--- src/rtl/gin_debounce_pkg.sv ---
// Shared definitions for the input-conditioning blocks.
//   state_e            : per-channel debounce FSM encoding
//   DEF_STABLE_CYCLES  : default number of stable synchronized cycles to accept a level
//   DEF_CNT_W          : default per-channel counter width
package gin_debounce_pkg;

   typedef enum logic {
      ST_STABLE = 1'b0,
      ST_COUNT  = 1'b1
   } state_e;

   localparam int DEF_STABLE_CYCLES = 4;
   localparam int DEF_CNT_W         = 16;

endpackage

--- src/rtl/gin_debounce_ch.sv ---
// Single-channel debouncer: two-flop synchronizer, STABLE/COUNT FSM with
// counter, registered debounced level and one-cycle rise/fall pulses.
//   clk      : system clock
//   rst_n    : asynchronous active-low reset
//   raw_i    : asynchronous raw input
//   en_i     : enable; 0 freezes the channel (FSM forced to STABLE)
//   db_o     : debounced level
//   rise_o   : one-cycle pulse on committed 0->1
//   fall_o   : one-cycle pulse on committed 1->0
//   busy_o   : channel currently in COUNT
//
// state     | meaning
// ST_STABLE | db_o matches the synchronized input (or channel disabled)
// ST_COUNT  | synchronized input differs from db_o, counting stable cycles
module gin_debounce_ch
   import gin_debounce_pkg::*;
#(
   parameter int STABLE_CYCLES = DEF_STABLE_CYCLES,
   parameter int CNT_W         = DEF_CNT_W
) (
   input  logic clk,
   input  logic rst_n,
   input  logic raw_i,
   input  logic en_i,
   output logic db_o,
   output logic rise_o,
   output logic fall_o,
   output logic busy_o
);

   localparam logic [CNT_W-1:0] CNT_LAST = CNT_W'(STABLE_CYCLES - 1);
   localparam logic [CNT_W-1:0] CNT_ONE  = CNT_W'(1);

   logic             s1_q, s2_q;
   state_e           state_q, state_d;
   logic [CNT_W-1:0] cnt_q, cnt_d;
   logic             db_q, db_d;
   logic             rise_q, rise_d;
   logic             fall_q, fall_d;
   logic             commit;

   always_ff @(posedge clk or negedge rst_n) begin
      if (!rst_n) begin
         s1_q    <= 1'b0;
         s2_q    <= 1'b0;
         state_q <= ST_STABLE;
         cnt_q   <= '0;
         db_q    <= 1'b0;
         rise_q  <= 1'b0;
         fall_q  <= 1'b0;
      end else begin
         s1_q    <= raw_i;
         s2_q    <= s1_q;
         state_q <= state_d;
         cnt_q   <= cnt_d;
         db_q    <= db_d;
         rise_q  <= rise_d;
         fall_q  <= fall_d;
      end
   end

   always_comb begin
      state_d = state_q;
      cnt_d   = cnt_q;
      db_d    = db_q;
      rise_d  = 1'b0;
      fall_d  = 1'b0;
      commit  = 1'b0;

      if (!en_i) begin
         state_d = ST_STABLE;
         cnt_d   = '0;
      end else begin
         case (state_q)
            ST_STABLE: begin
               if (s2_q != db_q) begin
                  // A single required cycle means the first differing sample is enough.
                  if (STABLE_CYCLES == 1) begin
                     commit = 1'b1;
                  end else begin
                     state_d = ST_COUNT;
                     cnt_d   = CNT_ONE;
                  end
               end else begin
                  cnt_d = '0;
               end
            end
            ST_COUNT: begin
               if (s2_q == db_q) begin
                  state_d = ST_STABLE;
                  cnt_d   = '0;
               end else if (cnt_q == CNT_LAST) begin
                  commit = 1'b1;
               end else begin
                  cnt_d = cnt_q + CNT_ONE;
               end
            end
            default: begin
               state_d = ST_STABLE;
               cnt_d   = '0;
            end
         endcase
      end

      if (commit) begin
         db_d    = s2_q;
         cnt_d   = '0;
         state_d = ST_STABLE;
         rise_d  = s2_q;
         fall_d  = ~s2_q;
      end
   end

   // state_q is the registered next state, so this is busy in registered form.
   assign busy_o = (state_q == ST_COUNT);
   assign db_o   = db_q;
   assign rise_o = rise_q;
   assign fall_o = fall_q;

endmodule

--- src/rtl/gin_debounce.sv ---
// Multi-channel input debouncer feeding the combinational gate blocks.
//   clk     : system clock
//   rst_n   : asynchronous active-low reset
//   raw_in  : asynchronous raw inputs, one per channel
//   en      : debounce enable; 0 freezes all channels
//   db_out  : debounced levels (db_out[0] -> gor.a, db_out[1] -> gor.b)
//   rise    : per-channel one-cycle pulse on committed 0->1
//   fall    : per-channel one-cycle pulse on committed 1->0
//   busy    : any channel currently counting
module gin_debounce
   import gin_debounce_pkg::*;
#(
   parameter int WIDTH         = 2,
   parameter int STABLE_CYCLES = DEF_STABLE_CYCLES,
   parameter int CNT_W         = DEF_CNT_W
) (
   input  logic             clk,
   input  logic             rst_n,
   input  logic [WIDTH-1:0] raw_in,
   input  logic             en,
   output logic [WIDTH-1:0] db_out,
   output logic [WIDTH-1:0] rise,
   output logic [WIDTH-1:0] fall,
   output logic             busy
);

   logic [WIDTH-1:0] busy_ch;

   for (genvar i = 0; i < WIDTH; i++) begin : g_ch
      gin_debounce_ch #(
         .STABLE_CYCLES (STABLE_CYCLES),
         .CNT_W         (CNT_W)
      ) u_ch (
         .clk    (clk),
         .rst_n  (rst_n),
         .raw_i  (raw_in[i]),
         .en_i   (en),
         .db_o   (db_out[i]),
         .rise_o (rise[i]),
         .fall_o (fall[i]),
         .busy_o (busy_ch[i])
      );
   end

   assign busy = |busy_ch;

endmodule
--- config.mk ---
export PLATFORM = sky130hd
export DESIGN_NAME = gin_debounce
export DESIGN_NICKNAME = d
export VERILOG_FILES = /design/src/rtl/gin_debounce_pkg.sv /design/src/rtl/gin_debounce_ch.sv /design/src/rtl/gin_debounce.sv
export SDC_FILE = /design/constraint.sdc
export NUM_CORES = 1
export LEC_CHECK = 0
export ABC_AREA = 1
export BUFFER_PORTS_ARGS = -buffer_cell sky130_fd_sc_hd__buf_2
export CAP_MARGIN = 0
export CORE_MARGIN = 4
export CORE_UTILIZATION = 50
export DETAILED_ROUTE_END_ITERATION = 6
export MAX_ROUTING_LAYER = met4
export PLACE_DENSITY = 0.73
export SYNTH_ARGS = -nofsm -noshare
export SYNTH_HDL_FRONTEND = slang
export SYNTH_SLANG_ARGS = --single-unit
--- constraint.sdc ---
create_clock -name clk -period 2.1 [get_ports clk]
set_input_delay 0.21 -clock clk [delete_from_list [all_inputs] [get_ports clk]]
set_output_delay 0.21 -clock clk [all_outputs]
set_load 0.02 [all_outputs]
==> results.py, run 1 <==
metrics = {
    "outcome": {
        "status": "finished clean",
    },
    "drt": {
        "vias_per_cell": 5.056,
        "antenna_left": 0,
        "drc_errors": 0,
        "wl_mm": 4.304,
        "first_pass_iters": 6,
        "avgRoutedWirePerCell_um": 11.57,
        "first_iter_violations": 74,
        "vias": 1881,
    },
    "floorplan": {
        "ios": 12,
        "start_util_pct": 52.47,
        "die_area_um2": 5785,
        "fp-row-count": 24,
        "die_h_um": 76.06,
        "dieWidth_um": 76.06,
        "fp.coreArea_um2": 4414,
    },
    "logic_synthesis": {
        "synth_top_cell_by_area": "dfrtp_1",
        "synth_edf_count": 0,
        "avgSynthCellArea_um2": 7.618,
        "yosys.area.top_type_share_pct": 47.54,
        "synthTopCellsByArea": "dfrtp_1 (48%), nor2_1 (13%), nand2_1 (11%), inv_1 (6.0%), xor2_1 (3.8%)",
        "ys_types": 23,
        "synthFlopType": "dfrtp_1",
        "synth_common_cells": "nor2_1 (78), nand2_1 (67), dfrtp_1 (44), inv_1 (37), nand3_1 (14)",
        "synthArstFlopShare_pct": 100.0,
        "syn-cell-area_um2": 2316,
        "yosys_warnings": 0,
        "synth_fp_nets": 311,
        "post-synth-top-count-cell": "nor2_1",
        "ys_seq_elements": 44,
        "synthCells": 304,
        "synth_seq_area_share_pct": 47.54,
    },
    "final_layout": {
        "area_growth_syn_to_layout_pct": 9.616,
        "antenna_cells": 0,
        "final_cells": 372,
        "drive_gt1_share_pct": 11.25,
        "fin_nets": 326,
    },
    "placed_design": {
        "placed_cells": 361,
        "gp_congestion": 0.9019,
        "io_buffers": 11,
        "dpl.hpwl_mm": 3.153,
    },
    "hold_path": {
        "whs_path_depth": 3,
        "hold_end": "g_ch[1].u_ch.busy_o$_DFF_PN0_",
        "hp-start": "en",
        "worstHoldPathType": "input port to flop",
    },
    "power_and_ir_drop": {
        "ir_drop_mv": 0.4693,
        "total_power_mw": 1.600,
        "p_per_area_nw_per_um2": 630.1,
        "leakagePower_nw": 1.180,
    },
    "clocking": {
        "cts_tree": "done",
        "ctsResizeCount": 0,
        "clkLatencyLatePin_ns": 0.30,
        "cts_root_buffer": "clkbuf_8",
        "cts.sinks": 44,
        "clock_path_buffers": 2,
        "cts_made_buffers": 5,
        "cts.htree.levels": 2,
        "path_clk_slew_ns": 0.09,
    },
    "sta": {
        "setup_tns_ns": 0,
        "finClkSkew_ns": 0.01242,
        "post-route-period-util_pct": 71.56,
        "rsz0062_at_grt": "no",
        "maxSlewHeadroom_pct": 63.18,
        "period_needed_ns": 1.503,
        "slew_violations": 0,
        "fmax_mhz": 665.4,
        "fin_hold_ws_ns": 0.2362,
        "tightest_slew_ns": 0.5524,
        "finalHoldViolCount": 0,
        "setup_viol": 0,
    },
    "global_route": {
        "grt_pass1_vias": 1840,
        "antenna_found_initial": 0,
        "grt_pass1_wl_mm": 7.955,
        "grtUsageTotal_pct": 16.81,
        "gr-total-overflow": 0,
        "grt_max_degree": 45,
    },
    "critical_path": {
        "cp-start-kind": "flop",
        "reg2reg_to": "g_ch[0].u_ch.cnt_q[12]$_DFFE_PN0P_",
        "worstPathRequired_ns": 2.34,
        "cp.arrival_ns": 1.74,
        "r2r-start": "g_ch[0].u_ch.cnt_q[0]$_DFFE_PN0P_",
        "reg2reg_slack_ns": 0.60,
        "cp-end-kind": "flop",
        "rr_worst_depth": 8,
        "cp_max_fo": 5,
        "critPathKind": "flop to flop",
    },
    "job": {
        "max_cap_viol_count": 0,
    },
}
[stage by stage]
| step | setup WS (ns) | cell area [µm²] | utilization (%) |
|---|---|---|---|
| final | 0.5972 | 2539 | 57.51 |
| after global routing | 0.3839 | 2539 | 57.51 |
| after CTS | 0.5867 | 2519 | 57.06 |
| after detailed placement | 0.6034 | 2387 | 54.08 |
| after global placement | 0.6667 | 2387 | 54.08 |
| after floorplan | 0.8152 | 2316 | - |
[logic make-up after synthesis]
logic type | after synthesis | synth area share (%)
buffers and inverters | 44 | 8.428
adder cells (fa/ha/maj) | 2 | 1.080
AO/OA/AOI/OAI | 13 | 3.295
XOR/XNOR | 11 | 4.160
flip-flops | 44 | 47.54
AND/OR/NAND/NOR | 190 | 35.49
[per-layer routing]
layer  part of all wire (%)  global-route usage (%)  wire [µm]
met5                      0                       -          0
met1                     47                   20.98       2004
met3                    3.0                   3.664        131
met2                     49                   27.57       2091
met4                    1.7                   4.720         75
[flip-flops by register name, summed over array words and instances, names as in the netlist]
| signal | cells |
|---|---|
| g_ch.u_ch.s1_q | 2 |
| g_ch.u_ch.busy_o | 2 |
| g_ch.u_ch.rise_o | 2 |
| g_ch.u_ch.s2_q | 2 |
| g_ch.u_ch.fall_o | 2 |
| g_ch.u_ch.db_o | 2 |
| g_ch.u_ch.cnt_q | 32 |
[placed cells by master, fill, tap and decap left out, drive strengths merged, types with 3 or more instances in the layout]
cell	count
a21oi	5
nand3	15
dfrtp	44
nand4	10
dlygate4sd3	3
xor2	10
o21ai	4
nor2	85
buf	12
inv	37
clkbuf	6
nor3	8
nand2	72
[worst max-delay path by stage]
stage	start	to	slack (ns)	cells after the start
after global placement	g_ch[0].u_ch.cnt_q[0]$_DFFE_PN0P_	g_ch[0].u_ch.cnt_q[11]$_DFFE_PN0P_	0.67	8
after global routing	g_ch[0].u_ch.cnt_q[0]$_DFFE_PN0P_	g_ch[0].u_ch.cnt_q[5]$_DFFE_PN0P_	0.38	8
after floorplan	g_ch[0].u_ch.cnt_q[0]$_DFFE_PN0P_	g_ch[0].u_ch.cnt_q[10]$_DFFE_PN0P_	0.82	8
final	g_ch[0].u_ch.cnt_q[0]$_DFFE_PN0P_	g_ch[0].u_ch.cnt_q[12]$_DFFE_PN0P_	0.60	8
after detailed placement	g_ch[0].u_ch.cnt_q[0]$_DFFE_PN0P_	g_ch[0].u_ch.cnt_q[2]$_DFFE_PN0P_	0.60	8
after CTS	g_ch[0].u_ch.cnt_q[0]$_DFFE_PN0P_	g_ch[0].u_ch.cnt_q[2]$_DFFE_PN0P_	0.59	8
[worst max-delay path, cell delays in order, from the launching register on]
cell	delay [ns]
dfrtp_1	0.41
ha_1	0.24
inv_1	0.06
nor2_1	0.03
nand2_1	0.06
nor2_1	0.07
a21oi_1	0.36
nand2_1	0.11
nor2_1	0.11
[timing repair]
item,in CTS,in global routing
endpoints found under the hold margin,12,2
hold buffers,1,2
buffers inserted,0,0
[power by group]
part,total (mW),internal (mW),switching (mW),leakage [nW]
logic,0.0550,0.0165,0.0385,0.528
registers,0.861,0.855,0.00578,0.591
clock network,0.684,0.389,0.295,0.0614
total,1.60,1.26,0.339,1.18
[layout make-up]
type | count | area (µm²)
Multi-Input combinational cell | 216 | 1020
Clock buffer | 6 | 82.58
Clock inverter | 2 | 38.79
Timing Repair Buffer | 15 | 92.59
Inverter | 37 | 138.9
Sequential cell | 44 | 1101
Fill cell | 409 | 1876
Tap cell | 52 | 65.06
(Power assumes the default switching activity.)
==> run 2: changes to the inputs <==
==> constraint.sdc (replaced) <==
create_clock -name clk -period 1.43 [get_ports clk]
set_input_delay 0.143 -clock clk [delete_from_list [all_inputs] [get_ports clk]]
set_output_delay 0.143 -clock clk [all_outputs]
set_load 0.02 [all_outputs]
==> run 2 against run 1 <==
Net effect: critical path type unchanged; global-route usage up 0.41 points; worst hold slack got worse by 0.045 ns; flip-flop and latch count is the same; first-iteration DRC count increased by 130%; highest routed layer unchanged; utilization rose by 3.9 points; clock skew shrank 0.0053 ns.
==> results.py, run 2 (same netlist as run 1, synthesis figures left out) <==
metrics = {
    "critical_path": {
        "worstPathRequired_ns": 1.62,
        "cp-end-kind": "flop",
        "reg2reg_slack_ns": 0.05,
        "critPathKind": "flop to flop",
        "cp.arrival_ns": 1.56,
        "cp_max_fo": 4,
        "cp-start-kind": "flop",
    },
    "global_route": {
        "grtUsageTotal_pct": 17.21,
        "grt_pass1_wl_mm": 8.245,
        "gr-total-overflow": 0,
        "grt_pass1_vias": 1941,
        "antenna_found_initial": 0,
        "grt_max_degree": 42,
    },
    "sta": {
        "finClkSkew_ns": 0.007087,
        "post-route-period-util_pct": 96.17,
        "slew_violations": 0,
        "fmax_mhz": 727.2,
        "rsz0062_at_grt": "yes",
        "finalHoldViolCount": 0,
        "setup_viol": 0,
        "period_needed_ns": 1.375,
        "maxSlewHeadroom_pct": 81.78,
        "setup_tns_ns": 0,
        "tightest_slew_ns": 0.2725,
    },
    "outcome": {
        "status": "finished clean",
    },
    "final_layout": {
        "final_cells": 383,
        "layout_common_cells": "nor2_1 (72), nand2_1 (65), dfrtp_1 (44), inv_1 (36), nand3_1 (14)",
        "fillCellCount": 377,
        "design_area_um2": 2710,
        "fin_util_pct": 61.39,
        "drive_gt1_share_pct": 18.13,
        "fin_nets": 337,
        "largest_reg_flops": 32,
        "largest_register": "g_ch.u_ch.cnt_q",
        "antenna_cells": 0,
        "area_growth_syn_to_layout_pct": 17.02,
        "layout_commonest_cell": "nor2_1",
    },
    "floorplan": {
        "die_area_um2": 5785,
        "ios": 12,
        "start_util_pct": 52.47,
        "dieWidth_um": 76.06,
        "fp.coreArea_um2": 4414,
        "die_h_um": 76.06,
        "fp-row-count": 24,
    },
    "power_and_ir_drop": {
        "p_per_area_nw_per_um2": 840.4,
        "ir_drop_mv": 0.4707,
        "leakagePower_nw": 1.231,
    },
    "placed_design": {
        "placed_cells": 369,
        "postPlaceCellArea_um2": 2460,
        "gp_congestion": 0.9329,
        "io_buffers": 11,
        "dpl.hpwl_mm": 3.185,
    },
    "drt": {
        "wl_mm": 4.584,
        "antenna_left": 0,
        "first_pass_iters": 4,
        "vias": 1917,
        "first_iter_violations": 168,
        "avgRoutedWirePerCell_um": 11.97,
        "vias_per_cell": 5.005,
        "drc_errors": 0,
    },
    "clocking": {
        "cts_made_buffers": 5,
        "cts.htree.levels": 2,
        "cts.sinks": 44,
        "cts_root_buffer": "clkbuf_8",
        "clkLatencyLatePin_ns": 0.29,
        "cts_tree": "done",
        "path_clk_slew_ns": 0.08,
        "clock_path_buffers": 2,
    },
    "hold_path": {
        "worstHoldPathType": "input port to asynchronous set/reset pin",
    },
    "job": {
        "max_cap_viol_count": 0,
    },
}
[run 2: cell types whose count changed in the layout (fill, tap and decap cells not counted), sizes merged]
cell   change
nand2      +1
buf       +10
[run 2: area by class of cell]
class	count	area, µm²	area share [%]
repair buffers	25	180.2	6.648
clock buffers	6	72.57	2.678
flip-flops and latches	44	1101	40.63
clock inverters	2	35.03	1.293
multi-input cells	217	1117	41.23
inverters	37	138.9	5.125
well taps	52	65.06	2.401
[run 2: power by group]
part | leakage (nW) | switching, mW | internal (mW) | total, mW
Combinational | 0.584 | 0.0640 | 0.0329 | 0.0968
Clock | 0.0552 | 0.399 | 0.518 | 0.917
Sequential | 0.591 | 0.00806 | 1.26 | 1.26
Total | 1.23 | 0.471 | 1.81 | 2.28
[run 2: worst paths after layout]
path / start / endpoint / cells past startpoint
min in group clk: en / g_ch[1].u_ch.busy_o$_DFF_PN0_ / 3
hold reg to reg: g_ch[1].u_ch.s1_q$_DFF_PN0_ / g_ch[1].u_ch.s2_q$_DFF_PN0_ / 0
setup / recovery: g_ch[0].u_ch.cnt_q[1]$_DFFE_PN0P_ / g_ch[0].u_ch.db_o$_DFFE_PN0N_ / 8
max in group asynchronous: rst_n / g_ch[0].u_ch.db_o$_DFFE_PN0N_ / 3
hold / removal: rst_n / g_ch[0].u_ch.cnt_q[8]$_DFFE_PN0P_ / 2
setup reg to reg: g_ch[0].u_ch.cnt_q[1]$_DFFE_PN0P_ / g_ch[0].u_ch.db_o$_DFFE_PN0N_ / 8
[run 2: metrics by stage]
stage / hold WS [ns] / power (mW) / setup WS [ns]
final: 0.1908 / 2.278 / 0.05484
after global routing: 0.1943 / 2.391 / -0.09064
after CTS: 0.1736 / 2.318 / 0.03542
after detailed placement: -0.02285 / 1.375 / -0.0008521
after global placement: -0.02239 / 1.373 / 0.04296
after floorplan: -0.1526 / 1.321 / 0.1452
[run 2: metal layers]
metal	share of wire [%]	up-vias	track usage, %
li1	-	992	-
met2	50	33	28.17
met4	1.2	0	4.895
met5	0	-	-
met1	46	886	21.55
met3	3.1	6	3.664
[run 2: what timing repair did]
action | 4_1_cts | 5_1_grt
hold buffers | 3 | 0
gates resized for setup | 2 | 22
gates cloned | 0 | 1
endpoints found under the hold margin | 46 | 0
buffers inserted | 0 | 3
pin swaps | 0 | 7
setup endpoints to repair | 11 | 32
[run 2: worst max-delay path, stage by stage, from the launching register on]
cell and delay (ns):
dfrtp_1 0.38, ha_2 0.21, inv_2 0.05, nor2_4 0.08, nand2_2 0.07, nor2_4 0.17, nand4_1 0.16, nand2_1 0.11
inv_1 0.04
==> run 3: changes to the inputs <==
--- a/config.mk
+++ b/config.mk
@@ -15,4 +15,5 @@
 export PLACE_DENSITY = 0.73
 export SYNTH_ARGS = -nofsm -noshare
 export SYNTH_HDL_FRONTEND = slang
+export SYNTH_HIERARCHICAL = 1
 export SYNTH_SLANG_ARGS = --single-unit
==> run 3 against run 2 <==
Net effect: setup slack improved by 0.0051 ns; fmax rose by 0.37%; register-to-register slack barely moved; final cell count rose by 0.78%; critical path depth fell by 2; flip-flop and latch count did not move; critical path type unchanged; critical endpoint is now g_ch[0].u_ch/db_o$_DFFE_PN0N_.
==> results.py, run 3 <==
metrics = {
    "logic_synthesis": {
        "syn-cell-area_um2": 2349,
        "synth_fp_nets": 316,
        "yosys.area.top_type_share_pct": 46.88,
        "synth_common_cells": "nor2_1 (84), nand2_1 (59), dfrtp_1 (44), inv_1 (40), nand3_1 (14)",
        "synth_edf_count": 0,
        "synth_top_cell_by_area": "dfrtp_1",
        "avgSynthCellArea_um2": 7.600,
        "post-synth-top-count-cell": "nor2_1",
        "synthTopCellsByArea": "dfrtp_1 (47%), nor2_1 (13%), nand2_1 (9.4%), inv_1 (6.4%), xor2_1 (4.5%)",
        "yosys_warnings": 6,
        "synthArstFlopShare_pct": 100.0,
        "ys_types": 21,
        "synthCells": 309,
        "synth_seq_area_share_pct": 46.88,
        "synthFlopType": "dfrtp_1",
        "ys_seq_elements": 44,
    },
    "drt": {
        "vias_per_cell": 4.795,
        "drc_errors": 0,
        "first_iter_violations": 130,
        "first_pass_iters": 4,
        "antenna_left": 0,
        "avgRoutedWirePerCell_um": 11.53,
        "wl_mm": 4.450,
        "vias": 1851,
    },
    "placed_design": {
        "postPlaceCellArea_um2": 2514,
        "gp_congestion": 0.8597,
        "io_buffers": 11,
        "dpl.hpwl_mm": 3.203,
    },
    "sta": {
        "period_needed_ns": 1.370,
        "setup_viol": 0,
        "slew_violations": 0,
        "post-route-period-util_pct": 95.81,
        "fin_hold_ws_ns": 0.2602,
        "maxSlewHeadroom_pct": 66.63,
        "finalHoldViolCount": 0,
        "finClkSkew_ns": 0.004239,
        "fmax_mhz": 729.9,
        "tightest_slew_ns": 0.5005,
    },
    "floorplan": {
        "die_h_um": 76.54,
        "fp.coreArea_um2": 4444,
        "start_util_pct": 52.84,
        "dieWidth_um": 76.54,
        "fp-row-count": 24,
        "die_area_um2": 5858,
        "ios": 12,
    },
    "final_layout": {
        "layout_common_cells": "nor2_1 (84), nand2_1 (58), inv_1 (40), dfrtp_1 (40), xor2_1 (12)",
        "fin_nets": 340,
        "layout_commonest_cell": "nor2_1",
        "largest_register": "g_ch.u_ch/cnt_q",
        "largest_reg_flops": 32,
        "drive_gt1_share_pct": 17.37,
        "antenna_cells": 0,
        "fin_util_pct": 61.40,
        "design_area_um2": 2729,
        "area_growth_syn_to_layout_pct": 16.20,
    },
    "hold_path": {
        "worstHoldPathType": "input port to flop",
    },
    "clocking": {
        "clock_path_buffers": 2,
        "cts_tree": "done",
        "clkLatencyLatePin_ns": 0.29,
        "cts.htree.levels": 2,
        "cts_made_buffers": 5,
        "cts.sinks": 44,
        "path_clk_slew_ns": 0.08,
        "cts_root_buffer": "clkbuf_8",
    },
    "critical_path": {
        "cp-start-kind": "flop",
        "cp_max_fo": 6,
        "cp-end-kind": "flop",
        "critPathKind": "flop to flop",
        "worstPathRequired_ns": 1.62,
        "cp.arrival_ns": 1.56,
    },
    "power_and_ir_drop": {
        "p_sw_share_pct": 21.75,
        "combPwrFrac_pct": 4.2,
        "intPower_mw": 1.808,
        "pwr-share-clk_pct": 40.9,
        "ir_drop_mv": 0.8110,
        "p_per_area_nw_per_um2": 846.6,
        "pwr-share-seq_pct": 54.9,
        "net-switching-power_mw": 0.5025,
        "leakagePower_nw": 1.197,
    },
    "outcome": {
        "status": "finished clean",
    },
    "global_route": {
        "grtUsageTotal_pct": 17.26,
        "grt_max_degree": 24,
        "gr-total-overflow": 0,
        "antenna_found_initial": 0,
        "grt_pass1_vias": 1817,
        "grt_pass1_wl_mm": 8.073,
    },
    "job": {
        "max_cap_viol_count": 0,
    },
}
==> run 3: cell count changes in the layout (fill, tap and decap cells not counted), moves of 5 or more <==
cell,before,now
nor3_1,4,9
buf_4,10,3
nand2_1,65,58
nand4_1,10,4
nor2_1,72,84
==> run 3: kinds of logic after synthesis <==
| family | count (synthesis) | synth area share (%) |
|---|---|---|
| simple gates | 197 | 37.45 |
| flops | 44 | 46.88 |
| buf+inv | 42 | 6.819 |
| xor+xnor | 14 | 5.221 |
| compound gates | 10 | 2.557 |
| fa+ha+maj | 2 | 1.065 |
==> run 3: worst max-delay path, cell delays in order, from the launching register on <==
cell and delay, ns:
dfrtp_1 0.48, nor2_1 0.18, nand3_1 0.09, nor2_1 0.15, nand3_2 0.14, o21ai_0 0.17
inv_1 0.05
==> run 3: cell type report <==
cell class	count	area (µm²)
well taps	52	65.06
fillers	403	1715
repair buffers	19	147.6
inverters	40	150.1
clock buffers	5	68.82
clock inverters	3	42.54
flip-flops and latches	44	1106
multi-input cells	223	1149
==> run 3: what timing repair did <==
item / CTS / global route
hold buffers: 3 / 0
endpoints found under the setup margin: 0 / 21
endpoints found under the hold margin: 23 / 0
buffers inserted: 0 / 1
gates resized for setup: 0 / 17
==> run 3: path summary, 6_finish.rpt <==
| check | cells after the start | to | startpoint | slack (ns) |
|---|---|---|---|---|
| setup / recovery | 6 | g_ch[0].u_ch/db_o$_DFFE_PN0N_ | g_ch[0].u_ch/cnt_q[3]$_DFFE_PN0P_ | 0.06 |
| hold / removal | 5 | g_ch[0].u_ch/cnt_q[13]$_DFFE_PN0P_ | en | 0.26 |
| setup reg to reg | 6 | g_ch[0].u_ch/db_o$_DFFE_PN0N_ | g_ch[0].u_ch/cnt_q[3]$_DFFE_PN0P_ | 0.06 |
| hold reg to reg | 0 | g_ch[0].u_ch/s2_q$_DFF_PN0_ | g_ch[0].u_ch/s1_q$_DFF_PN0_ | 0.35 |
| max in group asynchronous | 3 | g_ch[1].u_ch/cnt_q[7]$_DFFE_PN0P_ | rst_n | 0.51 |
| min in group asynchronous | 2 | g_ch[0].u_ch/cnt_q[10]$_DFFE_PN0P_ | rst_n | 0.35 |
==> run 3: routing by layer <==
| layer | up-vias | share of wire (%) | global-route usage, % |
|---|---|---|---|
| met5 | - | 0 | - |
| met4 | 0 | 0.76 | 4.348 |
| met2 | 25 | 45 | 25.57 |
| met3 | 4 | 3.0 | 2.955 |
| met1 | 830 | 51 | 24.68 |
| li1 | 992 | - | - |
==> run 3: power groups by stage <==
stage          Clock, mW  Combinational, mW  Sequential [mW]
2_1_floorplan          0             0.0355             1.29
3_3_place_gp           0             0.0866             1.29
3_5_place_dp           0             0.0885             1.29
4_1_cts            0.971             0.0954             1.27
5_1_grt             1.02              0.112             1.27
6_report           0.945             0.0967             1.27
==> run 3: through the flow <==
step / TNS, ns / std cells / setup slack (ns) / total power, mW
final: 0 / 386 / 0.05992 / 2.310
after detailed placement: 0 / 374 / 0.05496 / 1.380
after CTS: 0 / 385 / 0.02991 / 2.334
after floorplan: 0 / 309 / 0.1923 / 1.326
after global placement: 0 / 374 / 0.08342 / 1.378
after global routing: -0.1715 / 386 / -0.07450 / 2.404
